`src/rtl/mem_access_pkg.sv`:
```
// Shared encodings for the memory-access controller: request sizes and FSM states.
package mem_access_pkg;

    localparam logic [1:0] SIZE_B = 2'd0;
    localparam logic [1:0] SIZE_H = 2'd1;
    localparam logic [1:0] SIZE_W = 2'd2;

    typedef enum logic [1:0] {
        IDLE = 2'd0,
        MEM  = 2'd1,
        RESP = 2'd2
    } mem_state_t;

endpackage

```
`src/rtl/store_alignment.sv`:
```
// Store lane alignment: byte strobes, replicated write data and misalignment detection.
module store_alignment
    import mem_access_pkg::*;
(
    input  logic [1:0]  size,
    input  logic [1:0]  offset,
    input  logic [31:0] wdata,
    input  logic        we,
    output logic [3:0]  wstrb,
    output logic [31:0] wdata_aligned,
    output logic        misaligned
);

    logic [3:0] strb;

    always_comb begin
        strb          = 4'b1111;
        wdata_aligned = wdata;
        misaligned    = 1'b0;
        case (size)
            SIZE_B: begin
                strb          = 4'b0001 << offset;
                wdata_aligned = {4{wdata[7:0]}};
            end
            SIZE_H: begin
                // upper lanes fall off the 4-bit strobe at offset 3
                strb          = 4'b0011 << offset;
                wdata_aligned = {2{wdata[15:0]}};
                misaligned    = offset[0];
            end
            default: begin
                strb       = 4'b1111;
                misaligned = (offset != 2'b00);
            end
        endcase
        wstrb = we ? strb : 4'b0000;
    end

endmodule

```
`src/rtl/mem_access_ctrl.sv`:
```
// Sequential load/store controller driving a valid/ready data-memory bus.
// Optional misaligned-access trap: define MEM_MISALIGN_TRAP_EN.
//
// state | meaning
// IDLE  | ready for a request, latch it on req_valid
// MEM   | bus request outstanding, wait for mem_ready
// RESP  | one-cycle response pulse
module mem_access_ctrl
    import mem_access_pkg::*;
#(
    parameter int ADDR_WIDTH = 32
) (
    input  logic                  clk,
    input  logic                  resetn,
    input  logic                  req_valid,
    output logic                  req_ready,
    input  logic                  req_we,
    input  logic [1:0]            req_size,
    input  logic [ADDR_WIDTH-1:0] req_addr,
    input  logic [31:0]           req_wdata,
    output logic                  mem_valid,
    input  logic                  mem_ready,
    output logic [ADDR_WIDTH-1:0] mem_addr,
    output logic [31:0]           mem_wdata,
    output logic [3:0]            mem_wstrb,
    input  logic [31:0]           mem_rdata,
    output logic                  rsp_valid,
    output logic [31:0]           rsp_rdata,
    output logic [1:0]            rsp_offset,
    output logic                  rsp_fault
);

    mem_state_t state, state_nxt;

    logic        r_we;
    logic [1:0]  r_offset;
    logic [3:0]  al_wstrb;
    logic [31:0] al_wdata;
    logic        misaligned;
    logic        trap;

    store_alignment u_store_alignment (
        .size          (req_size),
        .offset        (req_addr[1:0]),
        .wdata         (req_wdata),
        .we            (req_we),
        .wstrb         (al_wstrb),
        .wdata_aligned (al_wdata),
        .misaligned    (misaligned)
    );

`ifdef MEM_MISALIGN_TRAP_EN
    assign trap = misaligned;
`else
    logic unused_misaligned;
    assign unused_misaligned = misaligned;
    assign trap = 1'b0;
`endif

    always_ff @(posedge clk or negedge resetn) begin
        if (!resetn) state <= IDLE;
        else         state <= state_nxt;
    end

    always_comb begin
        state_nxt = state;
        req_ready = 1'b0;
        mem_valid = 1'b0;
        rsp_valid = 1'b0;
        case (state)
            IDLE: begin
                req_ready = 1'b1;
                if (req_valid) state_nxt = trap ? RESP : MEM;
            end
            MEM: begin
                mem_valid = 1'b1;
                if (mem_ready) state_nxt = RESP;
            end
            RESP: begin
                rsp_valid = 1'b1;
                state_nxt = IDLE;
            end
            default: state_nxt = IDLE;
        endcase
    end

    always_ff @(posedge clk or negedge resetn) begin
        if (!resetn) begin
            r_we       <= 1'b0;
            r_offset   <= 2'b00;
            mem_addr   <= '0;
            mem_wdata  <= '0;
            mem_wstrb  <= '0;
            rsp_rdata  <= '0;
            rsp_offset <= '0;
            rsp_fault  <= 1'b0;
        end else begin
            if (state == IDLE && req_valid) begin
                r_we     <= req_we;
                r_offset <= req_addr[1:0];
                if (trap) begin
                    // trapped requests answer straight away and leave the bus untouched
                    rsp_rdata  <= '0;
                    rsp_offset <= req_addr[1:0];
                    rsp_fault  <= 1'b1;
                end else begin
                    mem_addr  <= {req_addr[ADDR_WIDTH-1:2], 2'b00};
                    mem_wdata <= al_wdata;
                    mem_wstrb <= al_wstrb;
                end
            end
            if (state == MEM && mem_ready) begin
                rsp_rdata  <= r_we ? 32'h0 : mem_rdata;
                rsp_offset <= r_offset;
                rsp_fault  <= 1'b0;
            end
        end
    end

endmodule

```
`config.mk`:
```
export PLATFORM = sky130hd
export DESIGN_NAME = mem_access_ctrl
export DESIGN_NICKNAME = d
export VERILOG_FILES = /design/src/rtl/mem_access_pkg.sv /design/src/rtl/store_alignment.sv /design/src/rtl/mem_access_ctrl.sv
export SDC_FILE = /design/constraint.sdc
export NUM_CORES = 1
export LEC_CHECK = 0
export BUFFER_PORTS_ARGS = -buffer_cell sky130_fd_sc_hd__buf_2
export CAP_MARGIN = 20
export CELL_PAD_IN_SITES_DETAIL_PLACEMENT = 1
export CELL_PAD_IN_SITES_GLOBAL_PLACEMENT = 1
export CORE_UTILIZATION = 37
export DETAILED_ROUTE_END_ITERATION = 16
export PLACE_DENSITY_LB_ADDON = 0.1
export SLEW_MARGIN = 20
export SYNTH_ARGS = -nofsm -noshare
export SYNTH_HDL_FRONTEND = slang
export SYNTH_HIERARCHICAL = 1
export SYNTH_SLANG_ARGS = --single-unit
```
`constraint.sdc`:
```
create_clock -name clk -period 1.7 [get_ports clk]
set_clock_uncertainty 0.1 [all_clocks]
set_input_delay 0.34 -clock clk [delete_from_list [all_inputs] [get_ports clk]]
set_output_delay 0.34 -clock clk [all_outputs]
set_load 0.01 [all_outputs]
```
==> results of run 1 <==
[state kept, by name (all words and copies together), names as in the netlist]
| signal | flops |
|---|---|
| mem_wstrb | 4 |
| state | 2 |
| r_we | 1 |
| rsp_offset | 2 |
| rsp_rdata | 32 |
| r_offset | 2 |
| mem_addr | 30 |
| mem_wdata | 32 |
[metrics by stage]
stage / TNS (ns) / util, % / setup slack [ns]
finish: 0 / 51.5 / 0.0250
floorplan: 0 / - / 0.126
global route: -0.190 / 51.5 / -0.0232
global placement: 0 / 48.3 / 0.0653
CTS: 0 / 50.7 / 0.0156
detailed placement: 0 / 48.3 / 0.0352
[repair_timing]
item / 4_1_cts / 5_1_grt
endpoints found under the hold margin: 20 / 0
hold buffers: 1 / 0
buffers inserted: 0 / 2
resized for setup: 0 / 6
endpoints found under the setup margin: 0 / 43
[per-layer routing]
layer  vias to the layer above  global-route usage, %
met2                       128                   31.0
li1                       1533                      -
met3                        10                   8.42
met5                         -                      0
met4                         0                   5.02
met1                      1635                   20.4
[final cells by class]
type	count	area, um2
well taps	168	210
clock buffers	12	267
repair buffers	222	1280
flip-flops and latches	105	2630
clock inverters	3	15.0
fillers	1321	5900
multi-input cells	196	1850
[report_power, final]
| part | internal [W] | total [W] | switching (W) |
|---|---|---|---|
| Clock | 0.00110 | 0.00198 | 0.000885 |
| Sequential | 0.00358 | 0.00414 | 0.000554 |
| Combinational | 0.00195 | 0.00370 | 0.00175 |
[worst min-delay path by stage]
stage	from	end	cells past startpoint
2_1_floorplan	resetn	mem_addr[10]$_DFFE_PN0P_	0
3_3_place_gp	resetn	mem_wdata[23]$_DFFE_PN0P_	1
3_5_place_dp	resetn	mem_wdata[23]$_DFFE_PN0P_	1
4_1_cts	req_addr[21]	mem_addr[21]$_DFFE_PN0P_	2
5_1_grt	req_addr[26]	mem_addr[26]$_DFFE_PN0P_	2
6_report	req_addr[21]	mem_addr[21]$_DFFE_PN0P_	2
[critical path, cell delays in order (launching register included)]
cell and delay (ns):
dfrtp_2 0.46, nor3b_4 0.32, buf_6 0.17, clkbuf_16 0.17, mux2_1 0.34
==> metrics.yaml, run 1 <==
crit_fanout: 11
n_antenna_cell: 0
insertion_delay_ns: 0.35
final_nets: 637
fin_crit_sh_pct: 98.5
routed-wl-met2_um: 5850
core_area_um2: 12200
io_buffer_count: 205
die_height_um: 114
synth_cells: 328
htreeDepth: 3
grt_antenna_before_repair: 0
grt_pass1_wl_um: 18000
grt-ovfl-total: 0
placed_cell_area_um2: 5870
worstSetupPathType: "register to register"
final_common_cell: "buf_2"
p_leak_nw: 3.08
hold_slack_ns: 0.117
syn_area_um2: 4680
peakVddDrop_mv: 0.802
clkSinkCount: 105
reg2reg_depth: 4
drive_gt1_share_pct: 63.2
slew_viol_final: 0
clock-root-buffer: "clkbuf_16"
routed_via_density: 4.68
finish.instance_area_um2: 6260
instances_no_fill: 706
start_util_pct: 38.5
endpoint_kind: "register"
timing.fmax_mhz: 597
area_growth_pct: 33.8
max_cap_violations: 0
fp.dieArea_um2: 13100
yosysWarningCount: 6
crit_start: "state[0]$_DFFE_PN0P_"
ant_nets: 0
route.top_layer_used: "met4"
dr_wl_met3_um: 1040
final_cell_mix: "204 x buf_2, 104 x dfrtp_1, 96 x mux2_2"
total_power_w: 0.00982
hold_viol: 0
power_density_nw_per_um2: 1570
drt_iter0_markers: 70
via_count: 3306
syn_area_per_cell_um2: 14.3
post-route-drc-count: 0
firstDrtPassIters: 4
cp_data_required_time_ns: 1.83
startpoint_type: "register"
crit_arrival_ns: 1.81
num_rows: 40
wl_met1_um: 4690
fin_crit_ns: 1.68
final-setup-viol-count: 0
wire_per_inst_um: 16.6
cts.clk_slew.worst_paths_ns: 0.07
crit_end: "mem_wdata[19]$_DFFE_PN0P_"
hpwl_um: 8410
ios: 209
die_x_um: 114
cts_tree: "yes"
ff2ff_setup_slack_ns: 0.02
dp_cells: 685
grt_max_degree: 44
outcome: "complete, no violations"
r2r-start: "state[0]$_DFFE_PN0P_"
rsz0062_at_grt: "yes"
reg2reg_to: "mem_wdata[19]$_DFFE_PN0P_"
cts_inserted_buffers: 9
grt_pass1_vias: 3517
grt_usage_pct: 18.2
hold_class: "input port to register"
detail_route.wirelength_um: 11700
gp_congestion: 0.702
cts_max_path_buffers: 2
(Power assumes the default switching activity.)
==> inputs of run 2 (changes only) <==
--- a/config.mk
+++ b/config.mk
@@ -9,7 +9,7 @@
 export CAP_MARGIN = 20
 export CELL_PAD_IN_SITES_DETAIL_PLACEMENT = 1
 export CELL_PAD_IN_SITES_GLOBAL_PLACEMENT = 1
-export CORE_UTILIZATION = 37
+export CORE_UTILIZATION = 35
 export DETAILED_ROUTE_END_ITERATION = 16
 export PLACE_DENSITY_LB_ADDON = 0.1
 export SLEW_MARGIN = 20
==> run 2 against run 1 <==
  * Sequential cell count stayed put
  * Critical path depth stayed put
  * Worst setup slack better by 0.050 ns
  * Sequential share of layout area is 0.34 points higher
  * Combinational power is 2% lower
  * Via count is 0.18% lower
  * Largest power group unchanged
  * Clock-buffer cell count is 2 lower
  * Clock power is 4% higher
  * First-iteration DRC count is 13% lower
  * Non-clock buffer count is 1 higher
==> metrics.yaml, run 2 (same netlist as run 1, synthesis figures left out) <==
firstDrtPassIters: 2  # -2
core_area_um2: 12800  # +5.5%
n_antenna_cell: 0  # unchanged
startpoint_type: "register"
crit_chain: "nor3b_4 > buf_4 > clkbuf_16 > mux2_2"
area_growth_pct: 32.7
fin_crit_ns: 1.62  # -0.0501 ns
ios: 209  # unchanged
routed_via_density: 4.63  # -1.0%
hold-path-cell-count: 2  # unchanged
r2r-start: "state[1]$_DFFE_PN0P_"
slowest_stage: "dfrtp_1"
reg2reg_depth: 4  # unchanged
top_regs: "mem_wdata (32), rsp_rdata (32), mem_addr (30)"
fillers: 1407  # +6.5%
num_rows: 41  # +2.5%
crit_fanout: 19  # +8
final-setup-viol-count: 0  # unchanged
placed_cell_area_um2: 5860  # -0.17%
timing.fmax_mhz: 615  # +3.1%
cts_max_path_buffers: 2  # unchanged
hpwl_um: 8390  # -0.23%
worstSetupPathType: "register to register"
hold_path.startpoint: "req_addr[17]"
drt_iter0_markers: 61  # -13%
hold_class: "input port to register"
grt_pass1_vias: 3648  # +3.7%
detail_route.wirelength_um: 11400  # -2.5%
gp_congestion: 0.713  # +1.5%
cts_inserted_buffers: 9  # unchanged
fin_crit_sh_pct: 95.6  # -2.9 points
hold_viol: 0  # unchanged
die_height_um: 118  # +2.8%
via_count: 3300  # -0.18%
critPathTopFamily: "flip-flops"
max_cap_violations: 0  # unchanged
peakVddDrop_mv: 0.630  # -21%
slew_viol_final: 0  # unchanged
final_common_cell: "buf_2"
grt-ovfl-total: 0  # unchanged
drive_gt1_share_pct: 62.8  # -0.42 points
setup_ws_ns: 0.0750  # +0.0501 ns
cts_tree: "yes"
die_x_um: 118  # +2.8%
hold_slack_ns: 0.124  # +0.00691 ns
reg2reg_to: "mem_wstrb[1]$_DFFE_PN0P_"
io_buffer_count: 205  # unchanged
wire_per_inst_um: 16.0  # -3.4%
clkSinkCount: 105  # unchanged
instances_no_fill: 712  # +0.85%
final_nets: 638  # +0.16%
grt_antenna_before_repair: 0  # unchanged
finish.instance_area_um2: 6210  # -0.84%
cts.clk_slew.worst_paths_ns: 0.07  # about the same
holdPathEnd: "mem_addr[17]$_DFFE_PN0P_"
finish.utilization_pct: 48.4  # -3.1 points
dp_cells: 692  # +1.0%
grt_max_degree: 68  # +55%
final_cell_mix: "204 x buf_2, 105 x dfrtp_1, 97 x mux2_2"
cp_num_buf_inv: 2  # unchanged
critPathMaxStageDelay_ns: 0.44  # -0.02 ns
htreeDepth: 3  # unchanged
place_ws_ns: 0.0614  # +0.0262 ns
grt_usage_pct: 17.2  # -0.96 points
outcome: "complete, no violations"
grt_pass1_wl_um: 18600  # +3.3%
start_util_pct: 36.5  # -2.0 points
p_leak_nw: 3.05  # -1.1%
crit_arrival_ns: 1.75  # -0.06 ns
multiInputGateArea_um2: 1850  # -0.41%
clock-root-buffer: "clkbuf_16"
endpoint_kind: "register"
ff2ff_setup_slack_ns: 0.08  # +0.05 ns
power_density_nw_per_um2: 1580  # +0.59%
insertion_delay_ns: 0.34  # about the same
cp_data_required_time_ns: 1.83  # about the same
ant_nets: 0  # unchanged
post-route-drc-count: 0  # unchanged
regArea_um2: 2630  # about the same
fp.dieArea_um2: 13800  # +5.6%
-- run 2: cell count changes in the layout (fill, tap and decap cells not counted), moves of 2 or more --
cell | before | now
clkinv_2 | 3 | 1
mux2_4 | 2 | 0
buf_4 | 6 | 14
clkbuf_8 | 3 | 0
buf_6 | 2 | 0
buf_12 | 6 | 3
clkinvlp_4 | 0 | 3
-- run 2: per-stage QoR --
| step | TNS (ns) | power [W] |
|---|---|---|
| floorplan | 0 | 0.00612 |
| CTS | 0 | 0.00995 |
| global placement | 0 | 0.00767 |
| finish | 0 | 0.00979 |
| global route | -0.110 | 0.0105 |
| detailed placement | 0 | 0.00783 |
-- run 2: cell type report --
class	count	share of cell area, %
sequential	105	42.3
multi-input combinational	196	29.8
timing repair buffer	223	19.7
clock buffer	10	3.69
tap	172	3.47
clock inverter	6	1.07
-- run 2: repair_timing --
| item | 4_1_cts | 5_1_grt |
|---|---|---|
| endpoints found under the setup margin | 0 | 5 |
| buffers inserted | 0 | 2 |
| resized for setup | 0 | 0 |
| hold endpoints to repair | 105 | 0 |
| hold buffers | 1 | 0 |
-- run 2: report_power, final --
part	internal (W)	switching, W
Clock	0.00115	0.000915
Combinational	0.00188	0.00174
Sequential	0.00358	0.000530
Total	0.00661	0.00319
-- run 2: metal layers --
metal  vias up  track usage, %  routed length (um)
li1       1538               -                   -
met3        14            5.91                 886
met1      1627            20.3                4730
met2       121            28.5                5600
met4         0            7.13                 198
met5         -               0                   0
-- run 2: worst register-to-register path, stage by stage (launching register included) --
cell and delay [ns]:
dfrtp_1 0.44, nor3b_4 0.26, buf_4 0.17, clkbuf_16 0.19, mux2_2 0.35
-- run 2: worst max-delay path by stage --
stage | slack (ns) | depth (start not counted) | endpoint | start
after floorplan | 0.13 | 4 | mem_wdata[12]$_DFFE_PN0P_ | state[1]$_DFFE_PN0P_
after global placement | 0.09 | 4 | mem_wdata[17]$_DFFE_PN0P_ | req_size[1]
after detailed placement | 0.06 | 4 | mem_wdata[15]$_DFFE_PN0P_ | req_size[1]
after CTS | 0.05 | 3 | mem_wdata[28]$_DFFE_PN0P_ | state[1]$_DFFE_PN0P_
after global routing | -0.02 | 4 | mem_wstrb[2]$_DFFE_PN0P_ | state[1]$_DFFE_PN0P_
final | 0.08 | 4 | mem_wstrb[1]$_DFFE_PN0P_ | state[1]$_DFFE_PN0P_
